## config.mk

```make
export PLATFORM = sky130hd
export DESIGN_NAME = serial_shift_responder_flat
export DESIGN_NICKNAME = d
export VERILOG_FILES = /design/src/rtl/serial_shift_responder_pkg.sv /design/src/rtl/serial_shift_responder_if.sv /design/src/rtl/serial_shift_responder.sv /design/src/flat_wrapper.sv
export SDC_FILE = /design/constraint.sdc
export NUM_CORES = 1
export LEC_CHECK = 0
export BUFFER_PORTS_ARGS = -buffer_cell sky130_fd_sc_hd__buf_4
export CAP_MARGIN = 20
export CORE_MARGIN = 4
export CORE_UTILIZATION = 45
export CTS_BUF_LIST = sky130_fd_sc_hd__clkbuf_8
export DETAILED_ROUTE_END_ITERATION = 6
export MAX_ROUTING_LAYER = met4
export PLACE_DENSITY = 0.68
export SLEW_MARGIN = 5
export SYNTH_ARGS = -nofsm -noshare
export SYNTH_HDL_FRONTEND = slang
export SYNTH_SLANG_ARGS = --single-unit
```

## constraint.sdc

```tcl
create_clock -name clk -period 4.86 [get_ports clk]
set_clock_uncertainty 0.15 [all_clocks]
set_input_delay 0.486 -clock clk [delete_from_list [all_inputs] [get_ports clk]]
set_output_delay 0.486 -clock clk [all_outputs]
set_load 0.02 [all_outputs]
```

## src/rtl/serial_shift_responder_pkg.sv

```systemverilog
// Package: serial_shift_pkg
// Purpose : Shared types, defaults and helpers for the serial shift responder.
//   state_t   - responder FSM states (IDLE, SHIFT, DONE)
//   DATA_WIDTH_DEF / SHIFT_AMT_DEF - default parameter values
//   cntWidth  - width of the shift-distance counter for an n-bit operand
package serial_shift_pkg;

    typedef enum logic [1:0] {
        IDLE,
        SHIFT,
        DONE
    } state_t;

    localparam int unsigned DATA_WIDTH_DEF = 32;
    localparam int unsigned SHIFT_AMT_DEF  = 5;

    // One extra bit so the counter can hold the full range 0..n.
    function automatic int unsigned cntWidth(input int unsigned n);
        return $clog2(n) + 1;
    endfunction

endpackage

```

## src/rtl/serial_shift_responder_if.sv

```systemverilog
// Interface: serial_shift_responder_if
// Purpose  : Operand/result handshake bundle between a requester and the
//            serial shift responder.
// Signals:
//   inValid, inputSignal, outReady   - driven by the requester (master)
//   inReady, outValid, result, busy  - driven by the responder (slave)
//   overflow                         - responder output, present only when
//                                      SERIAL_SHIFT_OVF_EN is defined
// Modports: master (requester side), slave (responder side).
interface serial_shift_responder_if
    import serial_shift_pkg::*;
#(
    parameter int unsigned DATA_WIDTH = DATA_WIDTH_DEF
);

    logic                  inValid;
    logic                  inReady;
    logic [DATA_WIDTH-1:0] inputSignal;
    logic                  outValid;
    logic                  outReady;
    logic [DATA_WIDTH-1:0] result;
    logic                  busy;
`ifdef SERIAL_SHIFT_OVF_EN
    logic                  overflow;

    modport master (
        output inValid, inputSignal, outReady,
        input  inReady, outValid, result, busy, overflow
    );

    modport slave (
        input  inValid, inputSignal, outReady,
        output inReady, outValid, result, busy, overflow
    );
`else
    modport master (
        output inValid, inputSignal, outReady,
        input  inReady, outValid, result, busy
    );

    modport slave (
        input  inValid, inputSignal, outReady,
        output inReady, outValid, result, busy
    );
`endif

endinterface

```

## src/rtl/serial_shift_responder.sv

```systemverilog
// Module : serial_shift_responder
// Purpose: Accepts one operand per valid/ready handshake, shifts it left by
//          SHIFT_AMT one bit per clock, and returns the truncated result on a
//          back-pressurable valid/ready result channel.
// Parameters:
//   DATA_WIDTH - operand/result width
//   SHIFT_AMT  - left-shift distance, 0..DATA_WIDTH-1
// Ports:
//   clk    - rising-edge clock
//   resetN - synchronous active-low reset
//   bus    - serial_shift_responder_if.slave (inValid/inReady/inputSignal,
//            outValid/outReady/result, busy, optional overflow)
// Build option: SERIAL_SHIFT_OVF_EN adds the overflow output, set when any
//   bit shifted past the MSB was 1.
module serial_shift_responder
    import serial_shift_pkg::*;
#(
    parameter int unsigned DATA_WIDTH = DATA_WIDTH_DEF,
    parameter int unsigned SHIFT_AMT  = SHIFT_AMT_DEF
) (
    input logic                     clk,
    input logic                     resetN,
    serial_shift_responder_if.slave bus
);

    localparam int unsigned CW = cntWidth(DATA_WIDTH);

    if (SHIFT_AMT >= DATA_WIDTH) begin : g_bad_shift_amt
        $error("serial_shift_responder: SHIFT_AMT must be below DATA_WIDTH");
    end

    state_t                state,      state_n;
    logic [CW-1:0]         count,      count_n;
    logic [DATA_WIDTH-1:0] shift_reg,  shift_reg_n;
    logic [DATA_WIDTH-1:0] result_r,   result_n;
    logic                  out_valid,  out_valid_n;
    logic                  in_ready,   in_ready_n;
    logic                  busy_r,     busy_n;
`ifdef SERIAL_SHIFT_OVF_EN
    logic                  ovf,        ovf_n;
`endif

    always_ff @(posedge clk) begin
        if (!resetN) begin
            state     <= IDLE;
            count     <= '0;
            shift_reg <= '0;
            result_r  <= '0;
            out_valid <= 1'b0;
            in_ready  <= 1'b0;
            busy_r    <= 1'b0;
`ifdef SERIAL_SHIFT_OVF_EN
            ovf       <= 1'b0;
`endif
        end else begin
            state     <= state_n;
            count     <= count_n;
            shift_reg <= shift_reg_n;
            result_r  <= result_n;
            out_valid <= out_valid_n;
            in_ready  <= in_ready_n;
            busy_r    <= busy_n;
`ifdef SERIAL_SHIFT_OVF_EN
            ovf       <= ovf_n;
`endif
        end
    end

    // Every output is registered, so next-state logic also computes the
    // next value of each output flag alongside the state.
    always_comb begin
        state_n     = state;
        count_n     = count;
        shift_reg_n = shift_reg;
        result_n    = result_r;
        out_valid_n = out_valid;
        in_ready_n  = in_ready;
`ifdef SERIAL_SHIFT_OVF_EN
        ovf_n       = ovf;
`endif

        unique case (state)
            IDLE: begin
                in_ready_n = 1'b1;
                if (bus.inValid && in_ready) begin
                    in_ready_n  = 1'b0;
                    shift_reg_n = bus.inputSignal;
                    count_n     = CW'(SHIFT_AMT);
`ifdef SERIAL_SHIFT_OVF_EN
                    ovf_n       = 1'b0;
`endif
                    if (SHIFT_AMT == 0) begin
                        state_n     = DONE;
                        result_n    = bus.inputSignal;
                        out_valid_n = 1'b1;
                    end else begin
                        state_n = SHIFT;
                    end
                end
            end

            SHIFT: begin
                shift_reg_n = shift_reg << 1;
`ifdef SERIAL_SHIFT_OVF_EN
                ovf_n       = ovf | shift_reg[DATA_WIDTH-1];
`endif
                if (count != '0) begin
                    count_n = count - CW'(1);
                end
                // Last shift: publish the shifted value directly so the result
                // appears on the same edge the count reaches zero.
                if (count <= CW'(1)) begin
                    state_n     = DONE;
                    result_n    = shift_reg << 1;
                    out_valid_n = 1'b1;
                end
            end

            DONE: begin
                out_valid_n = 1'b1;
                if (out_valid && bus.outReady) begin
                    state_n     = IDLE;
                    out_valid_n = 1'b0;
                    in_ready_n  = 1'b1;
                end
            end

            default: begin
                state_n     = IDLE;
                out_valid_n = 1'b0;
                in_ready_n  = 1'b0;
            end
        endcase

        busy_n = (state_n != IDLE);
    end

    assign bus.inReady  = in_ready;
    assign bus.outValid = out_valid;
    assign bus.result   = result_r;
    assign bus.busy     = busy_r;
`ifdef SERIAL_SHIFT_OVF_EN
    assign bus.overflow = ovf;
`endif

endmodule

```

## src/flat_wrapper.sv

```systemverilog
// flat-port wrapper written by rule: the top's interface ports become plain ports
module serial_shift_responder_flat import serial_shift_pkg::*;
#(
    parameter int unsigned DATA_WIDTH = DATA_WIDTH_DEF,
    parameter int unsigned SHIFT_AMT  = SHIFT_AMT_DEF
)
  (clk, resetN, bus_inValid, bus_inputSignal, bus_outReady, bus_inReady, bus_outValid, bus_result, bus_busy);
  serial_shift_responder_if #(.DATA_WIDTH(DATA_WIDTH)) bus_i ();
  input logic clk;
  input logic resetN;
  input wire logic [$bits(bus_i.inValid)-1:0] bus_inValid;
  input wire logic [$bits(bus_i.inputSignal)-1:0] bus_inputSignal;
  input wire logic [$bits(bus_i.outReady)-1:0] bus_outReady;
  output wire logic [$bits(bus_i.inReady)-1:0] bus_inReady;
  output wire logic [$bits(bus_i.outValid)-1:0] bus_outValid;
  output wire logic [$bits(bus_i.result)-1:0] bus_result;
  output wire logic [$bits(bus_i.busy)-1:0] bus_busy;
  assign bus_i.inValid = bus_inValid;
  assign bus_i.inputSignal = bus_inputSignal;
  assign bus_i.outReady = bus_outReady;
  assign bus_inReady = bus_i.inReady;
  assign bus_outValid = bus_i.outValid;
  assign bus_result = bus_i.result;
  assign bus_busy = bus_i.busy;
  serial_shift_responder #(.DATA_WIDTH(DATA_WIDTH), .SHIFT_AMT(SHIFT_AMT)) u_core (.clk(clk), .resetN(resetN), .bus(bus_i));
endmodule
```

# After elaboration in Yosys (flattened, before gate mapping)
# Cells that the tools add are included.
# W data, S select, Z words.
classes:
  add_sub_neg: 1
  magnitude_cmp: 1
  n_eq_ne: 6
  n_mux: 15
  n_bitwise: 2
  n_reduce_logical: 11
op_table:
  columns: ["cell", "n"]
  rows:
  - ["$pmux W31 S2", 1]
  - ["$mux W31", 1]
  - ["$mux W6", 2]
  - ["$pmux W6 S2", 1]
  - ["$ne A2 B1 Y1 const B", 4]
  - ["$reduce_and A2 Y1", 4]
  - ["$le A6 B1 Y1 const B", 1]
  - ["$mux W2", 3]
  - ["$pmux W1 S3", 2]
  - ["$pmux W2 S3", 1]
  - ["$reduce_bool A6 Y1", 1]
  - ["$sub A6 B1 Y6 const B", 1]
  - ["$mux W1", 4]
  - ["$reduce_bool A2 Y1", 2]
  - ["$reduce_and A3 Y1", 1]
  - ["$eq A2 B1 Y1 const B", 1]
  - ["$eq A2 B2 Y1 const B", 1]
  - ["$logic_and A1 B1 Y1", 2]
  - ["$logic_not A2 Y1", 1]
  - ["$not A1 Y1", 2]
word_totals:
  reg_bits: 73
  input_bits: 36
  output_inout_bits: 35
  wordCells: 43

# Longest topological paths before layout
# Gate-level depths: netlist of run 1.
logic_depth:
  ltp_word: 4
  depth_mapped: 8

# Worst setup path after synthesis of run 1
# No wires, ideal clock.
synth_path:
  kind: "register to register"
  start: "register u_core.state[1]"
  end: "register u_core.shift_reg[10]"
  setup_ns: 0.116
  arrival_time_ns: 1.588
  required_ns: 4.594
  path_slack_ns: 3.006
  path_stages_with_launch: 8
  path_buffers: 2
  synth_period_minus_slack_ns: 1.854
  path_cell_list: "dfxtp_1 inv_1 ha_1 buf_1 buf_2 mux2i_1 nand2_1 o211a_1"
synth_between:
  elab_chain_len: 3
  elab_cells_between_ends: 6
  classes_between: "2 x eq/ne; 1 x mux; 3 x reduce/logical"
synth_rtl:
  columns: ["item", "line", "source"]
  rows:
  - ["start, declared", "serial_shift_responder.sv:32", "state_t state, state_n;"]
  - ["start signal, assigned", "serial_shift_responder.sv:56", "state <= state_n;"]
  - ["$logic_not A2 Y1 or $eq A2 B1 Y1 (tied branches)", "serial_shift_responder.sv:82", "unique case (state)"]
  - ["$ne A2 B1 Y1 (no source line) or $reduce_bool A2 Y1 (tied branches)", null, null]
  - ["$reduce_and A2 Y1 (no source line)", null, null]
  - ["end signal, assigned", "serial_shift_responder.sv:58", "shift_reg <= shift_reg_n;"]
  - ["end, declared", "serial_shift_responder.sv:34", "logic [DATA_WIDTH-1:0] shift_reg, shift_reg_n;"]
# Parallel ways exist; a longest one is shown, timed or not.
# A chain may end at the register's enable or synchronous reset.

# Worst setup path in the final report of run 1
layout_path:
  start: "register u_core.state[1]"
  end: "register u_core.result_r[24] (netlist: u_core.bus.result[24])"
layout_between:
  elab_chain_len: 2
layout_rtl:
  columns: ["item", "line", "source"]
  rows:
  - ["$eq A2 B1 Y1", "serial_shift_responder.sv:82", null]
  - ["$reduce_and A2 Y1 (no source line)", null, null]
  - ["end signal, assigned", "serial_shift_responder.sv:59", "result_r <= result_n;"]
  - ["end, declared", "serial_shift_responder.sv:35", "logic [DATA_WIDTH-1:0] result_r, result_n;"]
# No other way between the ends.

==> run metrics, run 1 <==
drt first pass iters=4; critical path's top delay family=buffers and inverters; antenna violations before repair=0; Crit Path Category=flip-flop to flip-flop; Buffers on Ports=68; CTS tree=done; Synth top area share=0.454; hpwl dp=4480 um; final hold slack=0.257 ns; Final Power=2.14 mW; TritonCTS Buffers=9; Period minus WS final=2.90 ns; max cap viols=0; Worst-Skew Late Latency=0.34 ns; H-tree depth=3; Vias/cell=5.13; Avg Inst Size Synth=9.34 sq um; dominant register cell in the synthesized netlist=dfxtp_1; io pins=71; nets=446; total number of vias=2585; share of cells above drive strength 1=0.230; global-route wire length before repair=11200 um; core box area=6870 sq um; CP cell instances=inv_1, ha_2, buf_4, o21ai_0, nor2_2, buf_4, nand2_1, a21boi_0; Post-Route Setup TNS=0 ns; Peak VDD IR=0.251 mV; DRC=0; Max Slew Vio Count=0; GRT overflow=0; ys async rst share=0; top cells by area, synth=dfxtp_1 (45%), nand2_1 (11%), o211a_1 (9.6%); ANT cells=0; RSZ-0062 raised after global routing=false; Max Buffers Root-to-Sink=2; largest net degree at the start of global routing=69; post-synthesis instance total=345; Root Buffer=clkbuf_8; endpoints failing hold=0; Max-Slew Margin vs Limit=0.575; Hold Path Class=input pin to flip-flop; Setup Viol. Count Final=0; syn nets=388; Synth cell types=40; Worst Path Buf+Inv=3; startpoint types=flip-flop; Hold Buf Count CTS=0; final wirelength=6750 um; Max Fclk=345 MHz; CTS Sinks=73; LEAKAGE=1.89 nW; WP data arrival=3.01 ns; First DRT Iteration DRCs=99; Placer Congestion=0.778; Post-CTS Setup Bufs=0; Clock Pin Slew Worst Setup and Hold Paths=0.08 ns; sequential element share of the synthesized area=0.454; Synth Register Bits=73; post-CTS sizing=0; Die H=92.6 um; Netlist Area Pre-Place=3220 sq um; Overall Global Routing Usage=0.166; Crit-path slowest cell=ha_2; WL/cell=13.4 um; final antenna-violating net count=0; Chip Width=92.6 um; Synth area leader=dfxtp_1; slowest cell delay on critical path=0.53 ns; most frequent cells in the layout=nand2_1 (96), dfxtp_1 (73), buf_4 (72); EDFF count, synth=0; PD cells=535 nW/um^2; Layout area overhead=24.2%; Worst EP required=4.97 ns; die footprint=8570 sq um; Initial Util=0.469; number of global-route vias before repair=2470; crit share post-route=0.596; Row Count=30; Crit path top cell by count=buf_4; status=finished, final reports clean; most common cell after layout, fill and taps aside=nand2_1; Critical Path End Type=flip-flop; Synth Warn #=0; worst-path maximum fanout=21; worst-margin pin slew=0.637 ns
==> synth_stat cells, types with 3 or more instances <==
cell and instances:
dfxtp_1 73, a21boi_0 4, a21boi_1 31, clkbuf_1 13, buf_2 7, ha_1 7
or2_1 3, buf_6 3, nand2_1 97, inv_1 5, o21ai_0 4, o211a_1 31
nor2_1 6, mux2i_1 30
==> cell type report <==
class	count	area, sq um
fill	650	2870
multi-input combinational	242	1620
sequential	73	1460
timing repair buffer	72	541
clock buffer	9	124
tap	96	120
clock inverter	7	118
inverter	5	18.8
==> cell families after synthesis <==
group | count (synthesis) | synth area share
flops | 73 | 0.454
mux | 30 | 0.0932
compound gates | 87 | 0.230
other cells | 1 | 0.00116
simple gates | 117 | 0.148
fa+ha+maj | 7 | 0.0272
buf+inv | 30 | 0.0458
==> worst min-delay path: stages <==
cell and delay [ns]:
buf_4 0.08, a32oi_1 0.05, nor2b_1 0.10
==> routing by layer <==
metal,GRT usage,up-vias,wire length [um]
met5,-,-,0
met2,0.268,58,3140
met3,0.0390,10,334
met1,0.200,1206,3180
li1,-,1311,-
met4,0.0705,0,98
==> power breakdown <==
group / total [mW] / leakage [nW] / internal (mW) / switching [mW]
Clock: 0.573 / 0.124 / 0.342 / 0.231
Combinational: 0.722 / 1.17 / 0.321 / 0.402
Sequential: 0.846 / 0.594 / 0.738 / 0.108
Total: 2.14 / 1.89 / 1.40 / 0.741
==> stage by stage <==
| step | utilization | setup slack, ns | instance area, sq um | cells |
|---|---|---|---|---|
| after global routing | 0.583 | 1.65 | 4000 | 504 |
| after detailed placement | 0.547 | 1.94 | 3760 | 488 |
| after CTS | 0.583 | 1.89 | 4000 | 504 |
| final | 0.583 | 1.96 | 4000 | 504 |
| after global placement | 0.547 | 1.93 | 3760 | 488 |
| after floorplan | - | 3.01 | 3220 | 345 |
==> worst paths after layout <==
kind                                               to  slack [ns]  cells after the start             startpoint
worst min register to register  u_core.bus.result[28]        0.30                      2  u_core.bus.result[28]
worst min-delay path              u_core.shift_reg[0]        0.26                      3     bus_inputSignal[0]
worst max-delay path            u_core.bus.result[24]        1.96                      8        u_core.state[1]
worst max register to register  u_core.bus.result[24]        1.96                      8        u_core.state[1]
Power figures use the tool's default switching activity.
==> run 2: changes to the inputs <==
Clock period 4.86 ns to 2.8 ns, I/O delays scaled along.
==> run 2 against run 1 <==
Sequential power increased by 74%. Wire length increased by 2.0%. First-iteration DRC count unchanged.
==> run metrics, run 2 (synthesized netlist as in run 1, its figures left out) <==
status=finished, final reports clean; PD cells=895 nW/um^2; Peak VDD IR=0.400 mV; Setup Viol. Count Final=0; post-route insts no fill=507; worst-path maximum fanout=27; max cap viols=0; endpoints failing hold=0; slowest cell delay on critical path=0.41 ns; nets=449; die footprint=8570 sq um; core box area=6870 sq um; most frequent cells in the layout=nand2_1 (96), buf_4 (75), dfxtp_1 (73); Crit. path cell count=7; CP cell instances=inv_1, ha_1, o21ai_0, or2_1, buf_4, nand2_1, a21boi_1; Max-Slew Margin vs Limit=0.635; R2R setup slack=0.64 ns; Period minus WS final=2.16 ns; crit share post-route=0.773; Die H=92.6 um; drt first pass iters=4; global-route wire length before repair=11400 um; CTS Sinks=73; Crit Path Category=flip-flop to flip-flop; Initial Util=0.469; GRT overflow=0; H-tree depth=3; Hold Buf Count CTS=0; CTS tree=done; placed insts=491; Post-Route Setup TNS=0 ns; R2R depth=7; Row Count=30; Worst-Skew Late Latency=0.34 ns; Hold Path Class=input pin to flip-flop; Vias/cell=5.14; final wirelength=6880 um; First DRT Iteration DRCs=99; final worst slack=0.636 ns; Overall Global Routing Usage=0.171; share of cells above drive strength 1=0.234; Critical Path End Type=flip-flop; Post-CTS Setup Bufs=0; Layout area overhead=23.5%; Worst EP required=2.92 ns; Chip Width=92.6 um; worst-margin pin slew=0.542 ns; number of global-route vias before repair=2479; hpwl dp=4620 um; Placer Congestion=0.858; # fillers=655; post-CTS sizing=0; Root Buffer=clkbuf_8; Hold Crit Depth=3; WL/cell=13.6 um; Max Buffers Root-to-Sink=2; final antenna-violating net count=0; WP data arrival=2.28 ns; startpoint types=flip-flop; Util after Layout=0.579; LEAKAGE=1.88 nW; antenna violations before repair=0; Max Slew Vio Count=0; Clock Pin Slew Worst Setup and Hold Paths=0.08 ns; Buffers on Ports=68; total number of vias=2607; TritonCTS Buffers=9; DRC=0; most common cell after layout, fill and taps aside=nand2_1; Final Power=3.56 mW; RSZ-0062 raised after global routing=false; Crit-path slowest cell=dfxtp_1; Max Fclk=462 MHz; io pins=71; ANT cells=0; largest net degree at the start of global routing=37; Worst Path Buf+Inv=2; Worst Setup Slack post-DPL=0.621 ns; critical path's top delay family=buffers and inverters
[run 2: cell types whose count changed in the layout (fill, tap and decap cells not counted), sizes merged]
| cell | change |
|---|---|
| buf | +3 |
| bufinv | -2 |
| clkinv | +1 |
| clkinvlp | +1 |
[run 2: final timing paths]
path                                      startpoint                   end
worst max register to register       u_core.count[0]  u_core.bus.result[2]
worst min register to register  u_core.bus.result[9]  u_core.bus.result[9]
worst max-delay path                 u_core.count[0]  u_core.bus.result[2]
worst min-delay path              bus_inputSignal[0]   u_core.shift_reg[0]
[run 2: metal layers]
layer	routed length, um	global-route usage	up-vias
met2	3170	0.277	57
met5	0	-	-
li1	-	-	1316
met4	95	0.0631	0
met3	357	0.0422	10
met1	3260	0.206	1224
[run 2: layout make-up]
| class | instances | area [sq um] | area share |
|---|---|---|---|
| clock inverters | 7 | 72.6 | 0.0182 |
| multi-input cells | 242 | 1620 | 0.407 |
| repair buffers | 75 | 563 | 0.142 |
| inverters | 5 | 18.8 | 0.00472 |
| clock buffers | 9 | 124 | 0.0311 |
| well taps | 96 | 120 | 0.0302 |
| flip-flops and latches | 73 | 1460 | 0.367 |
[run 2: worst register-to-register path: stages (launching register included)]
cell and delay, ns:
dfxtp_1 0.41, inv_1 0.10, ha_1 0.26, o21ai_0 0.24
or2_1 0.30, buf_4 0.36, nand2_1 0.11, a21boi_1 0.17
[run 2: per-stage QoR]
| stage | instance area, sq um | hold slack [ns] |
|---|---|---|
| after floorplan | 3220 | 0.281 |
| after global placement | 3780 | 0.291 |
| after detailed placement | 3780 | 0.295 |
| after CTS | 3980 | 0.0337 |
| after global routing | 3980 | 0.0665 |
| final | 3980 | 0.0555 |
[run 2: power breakdown]
group          switching [mW]  internal, mW  leakage [nW]
Clock                   0.399         0.411         0.101
Combinational           0.713         0.568          1.18
Sequential              0.188          1.28         0.594
